==> src/rtl/alu_cdb_arbiter_if.sv <==
// alu_cdb_arbiter_if: ALU, load/store, flush and CDB/ROB signals between the producers and the CDB arbiter.
`ifndef aluRSWidth
`define aluRSWidth 3
`endif
`ifndef tagWidth
`define tagWidth 4
`endif
`ifndef dataWidth
`define dataWidth 32
`endif
`ifndef tagFree
`define tagFree 4'd0
`endif

interface alu_cdb_arbiter_if;
    logic                    aluSignal;
    logic [`aluRSWidth-1:0]  ALU_CDB_out_RSnum;
    logic [`tagWidth-1:0]    ALU_CDB_out_tag;
    logic [`dataWidth-1:0]   ALU_CDB_out_data;
    logic                    ls_valid;
    logic [`tagWidth-1:0]    ls_tag;
    logic [`dataWidth-1:0]   ls_data;
    logic                    ls_ready;
    logic                    mispredictionRst;
    logic                    aluFinish;
    logic [`aluRSWidth-1:0]  ALU_CDB_RSnum;
    logic [`tagWidth-1:0]    ALU_CDB_tag;
    logic [`dataWidth-1:0]   ALU_CDB_data;
    logic                    LSBuf_CDB_valid;
    logic [`tagWidth-1:0]    LSBuf_CDB_tag;
    logic [`dataWidth-1:0]   LSBuf_CDB_data;
    logic                    rob_wr_en;
    logic [`tagWidth-1:0]    rob_wr_tag;
    logic [`dataWidth-1:0]   rob_wr_data;

    modport master (
        output aluSignal, ALU_CDB_out_RSnum, ALU_CDB_out_tag, ALU_CDB_out_data,
        output ls_valid, ls_tag, ls_data, mispredictionRst,
        input  ls_ready, aluFinish, ALU_CDB_RSnum, ALU_CDB_tag, ALU_CDB_data,
        input  LSBuf_CDB_valid, LSBuf_CDB_tag, LSBuf_CDB_data,
        input  rob_wr_en, rob_wr_tag, rob_wr_data
    );

    modport slave (
        input  aluSignal, ALU_CDB_out_RSnum, ALU_CDB_out_tag, ALU_CDB_out_data,
        input  ls_valid, ls_tag, ls_data, mispredictionRst,
        output ls_ready, aluFinish, ALU_CDB_RSnum, ALU_CDB_tag, ALU_CDB_data,
        output LSBuf_CDB_valid, LSBuf_CDB_tag, LSBuf_CDB_data,
        output rob_wr_en, rob_wr_tag, rob_wr_data
    );
endinterface

==> src/rtl/alu_cdb_arbiter.sv <==
// alu_cdb_arbiter: registered CDB arbiter; ALU results win, load/store results queue in a FIFO.
// Define CDB_LS_BYPASS_EN to let a load/store result skip the empty FIFO on an idle bus.
`ifndef aluRSWidth
`define aluRSWidth 3
`endif
`ifndef tagWidth
`define tagWidth 4
`endif
`ifndef dataWidth
`define dataWidth 32
`endif
`ifndef tagFree
`define tagFree 4'd0
`endif

module alu_cdb_arbiter #(
    parameter int LS_FIFO_DEPTH = 4
) (
    input logic               clk,
    input logic               rst,
    alu_cdb_arbiter_if.slave  bus
);
    localparam int AW = $clog2(LS_FIFO_DEPTH);

    logic [`tagWidth-1:0]  mem_tag  [LS_FIFO_DEPTH];
    logic [`dataWidth-1:0] mem_data [LS_FIFO_DEPTH];
    logic [AW-1:0]         wr_ptr, rd_ptr;
    logic [AW:0]           count;
    logic                  flush, dup, alu_acc, empty, byp, pop, push, sel_alu, sel_ls;
    logic [`tagWidth-1:0]  ls_tag_n;
    logic [`dataWidth-1:0] ls_data_n;

    assign bus.ls_ready = count != (AW+1)'(LS_FIFO_DEPTH);

    always_comb begin
        flush     = bus.mispredictionRst;
        // The station re-issues an entry once before it sees the free; drop that copy.
        dup       = bus.aluSignal & bus.aluFinish & (bus.ALU_CDB_out_RSnum == bus.ALU_CDB_RSnum) & (bus.ALU_CDB_out_tag == bus.ALU_CDB_tag);
        alu_acc   = bus.aluSignal & !dup;
        empty     = count == '0;
`ifdef CDB_LS_BYPASS_EN
        byp       = empty & !alu_acc & bus.ls_valid;
`else
        byp       = 1'b0;
`endif
        pop       = !alu_acc & !empty;
        push      = bus.ls_valid & bus.ls_ready & !byp;
        sel_alu   = alu_acc & !flush;
        sel_ls    = (pop | byp) & !flush;
        ls_tag_n  = pop ? mem_tag[rd_ptr] : bus.ls_tag;
        ls_data_n = pop ? mem_data[rd_ptr] : bus.ls_data;
    end

    always_ff @(posedge clk) begin
        if (push) begin
            mem_tag[wr_ptr]  <= bus.ls_tag;
            mem_data[wr_ptr] <= bus.ls_data;
        end
    end

    always_ff @(posedge clk or negedge rst) begin
        if (!rst) begin
            wr_ptr <= '0;
            rd_ptr <= '0;
            count  <= '0;
        end else if (flush) begin
            wr_ptr <= '0;
            rd_ptr <= '0;
            count  <= '0;
        end else begin
            wr_ptr <= wr_ptr + AW'(push);
            rd_ptr <= rd_ptr + AW'(pop);
            count  <= count + (AW+1)'(push) - (AW+1)'(pop);
        end
    end

    // Flush is folded into sel_alu/sel_ls, so it yields the same idle values as reset.
    always_ff @(posedge clk or negedge rst) begin
        if (!rst) begin
            bus.aluFinish       <= 1'b0;
            bus.ALU_CDB_RSnum   <= '0;
            bus.ALU_CDB_tag     <= `tagFree;
            bus.ALU_CDB_data    <= '0;
            bus.LSBuf_CDB_valid <= 1'b0;
            bus.LSBuf_CDB_tag   <= `tagFree;
            bus.LSBuf_CDB_data  <= '0;
            bus.rob_wr_en       <= 1'b0;
            bus.rob_wr_tag      <= `tagFree;
            bus.rob_wr_data     <= '0;
        end else begin
            bus.aluFinish       <= sel_alu;
            bus.ALU_CDB_RSnum   <= sel_alu ? bus.ALU_CDB_out_RSnum : '0;
            bus.ALU_CDB_tag     <= sel_alu ? bus.ALU_CDB_out_tag : `tagFree;
            bus.ALU_CDB_data    <= sel_alu ? bus.ALU_CDB_out_data : '0;
            bus.LSBuf_CDB_valid <= sel_ls;
            bus.LSBuf_CDB_tag   <= sel_ls ? ls_tag_n : `tagFree;
            bus.LSBuf_CDB_data  <= sel_ls ? ls_data_n : '0;
            bus.rob_wr_en       <= sel_alu | sel_ls;
            bus.rob_wr_tag      <= sel_alu ? bus.ALU_CDB_out_tag : sel_ls ? ls_tag_n : `tagFree;
            bus.rob_wr_data     <= sel_alu ? bus.ALU_CDB_out_data : sel_ls ? ls_data_n : '0;
        end
    end
endmodule

==> src/flat_wrapper.sv <==
// flat-port wrapper written by rule: the top's interface ports become plain ports
module alu_cdb_arbiter_flat 
#(
    parameter int LS_FIFO_DEPTH = 4
)
  (clk, rst, bus_aluSignal, bus_ALU_CDB_out_RSnum, bus_ALU_CDB_out_tag, bus_ALU_CDB_out_data, bus_ls_valid, bus_ls_tag, bus_ls_data, bus_mispredictionRst, bus_ls_ready, bus_aluFinish, bus_ALU_CDB_RSnum, bus_ALU_CDB_tag, bus_ALU_CDB_data, bus_LSBuf_CDB_valid, bus_LSBuf_CDB_tag, bus_LSBuf_CDB_data, bus_rob_wr_en, bus_rob_wr_tag, bus_rob_wr_data);
  alu_cdb_arbiter_if bus_i ();
  input logic clk;
  input logic rst;
  input wire logic [$bits(bus_i.aluSignal)-1:0] bus_aluSignal;
  input wire logic [$bits(bus_i.ALU_CDB_out_RSnum)-1:0] bus_ALU_CDB_out_RSnum;
  input wire logic [$bits(bus_i.ALU_CDB_out_tag)-1:0] bus_ALU_CDB_out_tag;
  input wire logic [$bits(bus_i.ALU_CDB_out_data)-1:0] bus_ALU_CDB_out_data;
  input wire logic [$bits(bus_i.ls_valid)-1:0] bus_ls_valid;
  input wire logic [$bits(bus_i.ls_tag)-1:0] bus_ls_tag;
  input wire logic [$bits(bus_i.ls_data)-1:0] bus_ls_data;
  input wire logic [$bits(bus_i.mispredictionRst)-1:0] bus_mispredictionRst;
  output wire logic [$bits(bus_i.ls_ready)-1:0] bus_ls_ready;
  output wire logic [$bits(bus_i.aluFinish)-1:0] bus_aluFinish;
  output wire logic [$bits(bus_i.ALU_CDB_RSnum)-1:0] bus_ALU_CDB_RSnum;
  output wire logic [$bits(bus_i.ALU_CDB_tag)-1:0] bus_ALU_CDB_tag;
  output wire logic [$bits(bus_i.ALU_CDB_data)-1:0] bus_ALU_CDB_data;
  output wire logic [$bits(bus_i.LSBuf_CDB_valid)-1:0] bus_LSBuf_CDB_valid;
  output wire logic [$bits(bus_i.LSBuf_CDB_tag)-1:0] bus_LSBuf_CDB_tag;
  output wire logic [$bits(bus_i.LSBuf_CDB_data)-1:0] bus_LSBuf_CDB_data;
  output wire logic [$bits(bus_i.rob_wr_en)-1:0] bus_rob_wr_en;
  output wire logic [$bits(bus_i.rob_wr_tag)-1:0] bus_rob_wr_tag;
  output wire logic [$bits(bus_i.rob_wr_data)-1:0] bus_rob_wr_data;
  assign bus_i.aluSignal = bus_aluSignal;
  assign bus_i.ALU_CDB_out_RSnum = bus_ALU_CDB_out_RSnum;
  assign bus_i.ALU_CDB_out_tag = bus_ALU_CDB_out_tag;
  assign bus_i.ALU_CDB_out_data = bus_ALU_CDB_out_data;
  assign bus_i.ls_valid = bus_ls_valid;
  assign bus_i.ls_tag = bus_ls_tag;
  assign bus_i.ls_data = bus_ls_data;
  assign bus_i.mispredictionRst = bus_mispredictionRst;
  assign bus_ls_ready = bus_i.ls_ready;
  assign bus_aluFinish = bus_i.aluFinish;
  assign bus_ALU_CDB_RSnum = bus_i.ALU_CDB_RSnum;
  assign bus_ALU_CDB_tag = bus_i.ALU_CDB_tag;
  assign bus_ALU_CDB_data = bus_i.ALU_CDB_data;
  assign bus_LSBuf_CDB_valid = bus_i.LSBuf_CDB_valid;
  assign bus_LSBuf_CDB_tag = bus_i.LSBuf_CDB_tag;
  assign bus_LSBuf_CDB_data = bus_i.LSBuf_CDB_data;
  assign bus_rob_wr_en = bus_i.rob_wr_en;
  assign bus_rob_wr_tag = bus_i.rob_wr_tag;
  assign bus_rob_wr_data = bus_i.rob_wr_data;
  alu_cdb_arbiter #(.LS_FIFO_DEPTH(LS_FIFO_DEPTH)) u_core (.clk(clk), .rst(rst), .bus(bus_i));
endmodule
==> config.mk <==
export PLATFORM = sky130hd
export DESIGN_NAME = alu_cdb_arbiter_flat
export DESIGN_NICKNAME = d
export VERILOG_FILES = /design/src/rtl/alu_cdb_arbiter_if.sv /design/src/rtl/alu_cdb_arbiter.sv /design/src/flat_wrapper.sv
export SDC_FILE = /design/constraint.sdc
export NUM_CORES = 1
export LEC_CHECK = 0
export BUFFER_PORTS_ARGS = -buffer_cell sky130_fd_sc_hd__buf_2
export CORE_MARGIN = 4
export CORE_UTILIZATION = 49
export CTS_CLUSTER_SIZE = 14
export DETAILED_ROUTE_END_ITERATION = 16
export GPL_ROUTABILITY_DRIVEN = 0
export PLACE_DENSITY = 0.75
export RECOVER_POWER = 50
export SYNTH_ARGS = -nofsm -noshare
export SYNTH_HDL_FRONTEND = slang
export SYNTH_SLANG_ARGS = --single-unit
==> constraint.sdc <==
create_clock -name clk -period 3.6 [get_ports clk]
set_clock_uncertainty 0.05 [all_clocks]
set_input_delay 0.36 -clock clk [delete_from_list [all_inputs] [get_ports clk]]
set_output_delay 0.36 -clock clk [all_outputs]
set_load 0.01 [all_outputs]
# ---- After elaboration in Yosys (flattened, before gate mapping)
# Memory sizes are Yosys's and may differ from the RTL's.
# Index checks and enable logic that the tools add are counted.
dict set report op_classes {
  n_addsub 4
  mul 0
  div_mod_pow 0
  n_lt_le_gt_ge 0
  n_eq_ne 3
  shift 0
  muxes 14
  n_bitwise 9
  n_reduce_logical 5
}
# op count
set ops {}
lappend ops {{$mux W32} 4}
lappend ops {{$mux W4} 4}
lappend ops {{$and A1 B1 Y1} 8}
lappend ops {{$mux W3} 2}
lappend ops {{$add A2 B1 Y2} 2}
lappend ops {{$eq A4 B4 Y1} 1}
lappend ops {{$logic_not A1 Y1} 4}
lappend ops {{$mux W2} 2}
lappend ops {{$add A3 B1 Y3} 1}
lappend ops {{$eq A3 B3 Y1} 1}
lappend ops {{$logic_not A3 Y1} 1}
lappend ops {{$ne A3 B3 Y1 const B} 1}
lappend ops {{$sub A3 B1 Y3} 1}
lappend ops {{$mux W1} 2}
lappend ops {{$or A1 B1 Y1} 1}
dict set report word_totals {
  regBits 121
  latch_bits 0
  ram_bits 144
  mem_bits_ro 0
  input_bits 80
  output_inout_bits 115
  elab_cells 50
  n_memories 2
}
# name words width read_ports rd_ports_with_merged_regs write_ports line
set mem_list {}
lappend mem_list {u_core.mem_data 4 32 1 0 1 alu_cdb_arbiter.sv:26} ;# logic [`dataWidth-1:0] mem_data [LS_FIFO_DEPTH];
lappend mem_list {u_core.mem_tag 4 4 1 0 1 alu_cdb_arbiter.sv:25} ;# logic [`tagWidth-1:0] mem_tag [LS_FIFO_DEPTH];

# ---- Logic depth before layout (Yosys ltp)
dict set report logic_depth {
  depth_word 10
  depth_mapped 14
  mapped_depth_nobuf 12
}

# ---- Worst setup path after synthesis
# Ideal clock, no wire load.
dict set report synth_timing {
  path_type {register to register}
  startpoint {reg u_core.count[1]}
  endpoint {mem u_core.mem_data[1][0] in the netlist's numbering (enable)}
  setup_time_ps 482
  t_arrival_ps 3373
  path_slack_ps -305
  stages_incl_launch_ff 5
  synth_period_minus_slack_ps 3905
  path_cell_list {dfrtp_1 nor2_1 nand2_1 nand2_1 nor3b_1}
}
dict set report synth_between {
  elab_chain_cells 4
}
# item line
set synth_lines {}
lappend synth_lines {{start, declared} alu_cdb_arbiter.sv:28} ;# logic [AW:0] count;
lappend synth_lines {{start signal, assigned} alu_cdb_arbiter.sv:73} ;# count <= count + (AW+1)'(push) - (AW+1)'(pop);
lappend synth_lines {{$ne A3 B3 Y1} alu_cdb_arbiter.sv:33} ;# assign bus.ls_ready = count != (AW+1)'(LS_FIFO_DEPTH);
lappend synth_lines {{named net bus_ls_ready} flat_wrapper.sv:18} ;# output wire logic [$bits(bus_i.ls_ready)-1:0] bus_ls_ready;
lappend synth_lines {{$and A1 B1 Y1} alu_cdb_arbiter.sv:47} ;# push = bus.ls_valid & bus.ls_ready & !byp;
lappend synth_lines {{$mux W1} alu_cdb_arbiter.sv:55} ;# if (push) begin
lappend synth_lines {{$mux W1 (implied by the code)} alu_cdb_arbiter.sv:57} ;# mem_data[wr_ptr] <= bus.ls_data;
lappend synth_lines {{end, declared} alu_cdb_arbiter.sv:26}
# The timed path passes the listed nets, and every way through them passes these cells.

# ---- Worst setup path in the final report
dict set report layout_timing {
  startpoint {reg u_core.bus.ALU_CDB_RSnum[1]}
  endpoint {reg u_core.count[2]}
}
dict set report layout_between {
  elab_chain_cells 9
}
# item line
set layout_lines {}
lappend layout_lines {{start, declared} alu_cdb_arbiter_if.sv:47} ;# output ls_ready, aluFinish, ALU_CDB_RSnum, ALU_CDB_tag, ALU_CDB_data,
lappend layout_lines {{start signal, assigned} alu_cdb_arbiter.sv:92} ;# bus.ALU_CDB_RSnum <= sel_alu ? bus.ALU_CDB_out_RSnum : '0;
lappend layout_lines {{$eq A3 B3 Y1} alu_cdb_arbiter.sv:38} ;# dup = bus.aluSignal & bus.aluFinish & (bus.ALU_CDB_out_RSnum == bus.ALU_CDB_RSnum) & (bus.ALU_CDB_out_tag == b ...
lappend layout_lines {{$and A1 B1 Y1 (2 in a row)} alu_cdb_arbiter.sv:38}
lappend layout_lines {{$logic_not A1 Y1} alu_cdb_arbiter.sv:39} ;# alu_acc = bus.aluSignal & !dup;
lappend layout_lines {{$and A1 B1 Y1} alu_cdb_arbiter.sv:39}
lappend layout_lines {{$logic_not A1 Y1} alu_cdb_arbiter.sv:46} ;# pop = !alu_acc & !empty;
lappend layout_lines {{$and A1 B1 Y1} alu_cdb_arbiter.sv:46}
lappend layout_lines {{$sub A3 B1 Y3} alu_cdb_arbiter.sv:73}
lappend layout_lines {{$mux W3} alu_cdb_arbiter.sv:66} ;# end else if (flush) begin
# No other way between the ends.

==> results.toml <==
[grt]
antenna_found_initial = 4
grt_overflow = 0
grt_start_max_net_pins = 75
grt_pass1_vias = 5276
grt_first_pass_wirelength_mm = 30.33
grt_usage_pct = 17.60

[power]
ir_drop_uv = 330.0
combPwrFrac_pct = 16.8
power_w = 0.007572
p_clk_share_pct = 34.1
switching_power_w = 0.001930
switching_share_pct = 25.49
seq_power_share_pct = 49.1
p_per_area_nw_per_um2 = 655.3
p_int_w = 0.005642
p_leak_nw = 4.545

[hold_path]
hold_path.class = "primary input to flip-flop"
hold_start = "bus_ALU_CDB_out_data[14]"
holdPathStages = 2
holdPathEnd = "u_core.bus.rob_wr_data[14]"

[placed_design]
placed_cells = 963
hpwl_mm = 12.97
postPlaceCellArea_um2 = 10860
port_buffers = 194

[clock_network]
h-tree-depth = 1
post_cts_resized = 0
clk_latency_ns = 0.51
cts_root_buffer = "clkbuf_16"
clkSinkCount = 265
cts_tree = "built"
cts_buffers = 25
clock_path_buffers = 3
clk_pin_slew_ns = 0.06

[floorplan]
chipHeight_um = 148.2
num_rows = 51
initial_core_util_pct = 49.63
die_w_um = 148.2
coreArea_um2 = 19400
die_area_um2 = 21960
io_pins = 195

[worst_setup_path]
start_kind = "flip-flop"
path_class = "flip-flop to flip-flop"
arrival_ns = 2.95
rr_worst_depth = 12
worst-path-max-fanout = 2
timing.rr.end = "u_core.count[2]"
endpoint_kind = "flip-flop"
crit_required_ns = 3.94
regToRegStartpoint = "u_core.bus.ALU_CDB_RSnum[1]"
reg2reg_slack_ns = 0.99

[synthesis]
async_flop_share_pct = 45.66
syn_nets = 607
syn_area_per_cell_um2 = 18.44
synth_area_um2 = 9628
seq_area_frac_synth_pct = 76.36
yosys-top-cells-count = "edfxtp_1, dfrtp_1, nor2_1"
ys_seq_elements = 265
ys_warn_count = 0
yosysMostFrequentCell = "edfxtp_1"
yosys.area.top_type = "edfxtp_1"
synth_area_leaders = "edfxtp_1, dfrtp_1, mux4_1"
synthFlopType = "edfxtp_1"
syn-instance-count = 522
synth_top_area_share_pct = 44.91
synth_edf_count = 144
synth_cell_type_count = 25

[timing]
worst_pin_slew_ns = 1.294
timing.final.hold_violations = 0
fin_crit_ns = 2.608
report.final.slew_viol_count = 0
min_period_over_period_pct = 72.44
grt_setup_unrepaired = "false"
setup_violations = 0
fin_setup_tns_ns = 0
max_freq_mhz = 383.5
relSlewSlack_pct = 13.74

[job]
cap_viol_max_count = 0

[route]
routedWlPerCell_um = 19.52
drtIter0Drc = 380
viasPerCell = 5.114
drc = 0
ant_nets = 0
drt-pass1-iter-count = 5
totalWireLength_mm = 19.75
routed-via-count = 5175

[layout]
drive_gt1_share_pct = 14.88
area_delta_synth_final_pct = 20.01
n_fill_cell = 1490
layout.cells.non_filler = 1012
final_core_util_pct = 59.57
final_area_um2 = 11550
final_nets = 814

[status]
status = "finished clean"
[worst max-delay path by stage]
| stage | start | end | slack, ns | cells after the start |
|---|---|---|---|---|
| final | u_core.bus.ALU_CDB_RSnum[1] | u_core.count[2] | 0.99 | 12 |
| after global placement | bus_ALU_CDB_out_tag[1] | u_core.count[2] | 1.07 | 13 |
| after detailed placement | bus_ALU_CDB_out_tag[1] | u_core.count[2] | 0.92 | 13 |
| after global routing | u_core.bus.ALU_CDB_RSnum[1] | u_core.count[2] | 0.85 | 12 |
| after floorplan | u_core.count[1] | u_core.mem_data[2][0] | 0.74 | 6 |
| after CTS | u_core.bus.ALU_CDB_RSnum[1] | u_core.count[2] | 1.00 | 12 |
[cells by family (layout without fill, tap and decap cells)]
group | count (synthesis) | in the layout | share of synthesized area (%)
buffers and inverters | 34 | 258 | 2.261
XOR/XNOR | 11 | 11 | 1.001
flip-flops | 265 | 265 | 76.36
AO/OA/AOI/OAI | 39 | 39 | 3.535
other | 0 | 1 | 0
adder cells (fa/ha/maj) | 5 | 5 | 0.7278
AND/OR/NAND/NOR | 132 | 132 | 6.407
multiplexers | 36 | 36 | 9.708
[critical path, cell delays in order, from the launching register on]
cell and delay [ns]:
dfrtp_1 0.38, xnor2_1 0.20, nand4_1 0.14, o21a_2 0.24
nor2_1 0.19, ha_1 0.28, inv_1 0.06, ha_1 0.14
inv_1 0.06, fa_1 0.40, xor2_1 0.17, xnor2_1 0.13
nor2_1 0.06
[cell usage in the layout, fill, tap and decap left out, types with 2 or more instances in the layout]
| cell type | Yosys | layout |
|---|---|---|
| ha_1 | 4 | 4 |
| nand4_1 | 2 | 2 |
| buf_2 | 12 | 52 |
| clkbuf_16 | 0 | 27 |
| dfrtp_1 | 121 | 120 |
| mux4_2 | 3 | 3 |
| o2bb2ai_1 | 36 | 36 |
| nor2_1 | 44 | 43 |
| buf_4 | 0 | 9 |
| clkbuf_1 | 6 | 145 |
| clkbuf_8 | 0 | 6 |
| edfxtp_1 | 144 | 144 |
| xnor2_1 | 10 | 10 |
| clkinv_1 | 0 | 3 |
| dlygate4sd3_1 | 0 | 4 |
| mux4_1 | 33 | 33 |
| nor2b_1 | 3 | 3 |
| and2_1 | 39 | 39 |
| clkinv_2 | 0 | 2 |
| inv_1 | 6 | 6 |
| nand2_1 | 39 | 39 |
[cell type report]
class	count	area, um^2	area share (%)
clock inverters	7	58.81	0.5089
diodes	1	2.502	0.02166
repair buffers	208	922.1	7.981
well taps	265	331.6	2.870
inverters	6	22.52	0.1949
multi-input cells	223	2091	18.09
clock buffers	37	773.2	6.692
flip-flops and latches	265	7353	63.64
[power groups by stage]
stage | logic, W | clock network (W) | registers (W)
after detailed placement | 0.00133 | 0 | 0.00377
after CTS | 0.00134 | 0.00264 | 0.00372
after floorplan | 0.000790 | 0 | 0.00379
final | 0.00128 | 0.00258 | 0.00372
after global placement | 0.00130 | 0 | 0.00375
after global routing | 0.00139 | 0.00276 | 0.00375
[sequential cells by signal, summed over array words and instances (netlist names), 2 cells and up]
register,cells
u_core.bus.ALU_CDB_RSnum,3
u_core.bus.ALU_CDB_tag,4
u_core.mem_data,128
u_core.bus.LSBuf_CDB_data,32
u_core.rd_ptr,2
u_core.bus.rob_wr_data,32
u_core.mem_tag,16
u_core.bus.LSBuf_CDB_tag,4
u_core.count,3
u_core.bus.rob_wr_tag,4
u_core.bus.ALU_CDB_data,32
u_core.wr_ptr,2
[timing repair]
action / CTS / global route
hold buffers: 4 / 0
hold endpoints to repair: 61 / 0
setup buffers: 0 / 0
[per-stage QoR]
step / hold WS [ns] / worst slack (ns)
2_1_floorplan: 0.01441 / 0.7361
3_3_place_gp: 0.3765 / 1.070
3_5_place_dp: 0.3866 / 0.9193
4_1_cts: 0.001131 / 1.002
5_1_grt: 0.01399 / 0.8459
6_report: 0.01722 / 0.9922
[metal layers]
layer	wire, um	vias to the layer above	GRT usage (%)
li1	-	2359	-
met1	8268	2597	24.86
met2	9596	177	28.71
met3	1461	36	3.352
met4	375	6	4.665
met5	47	-	0
No activity file was read; power rests on OpenSTA's default activity.
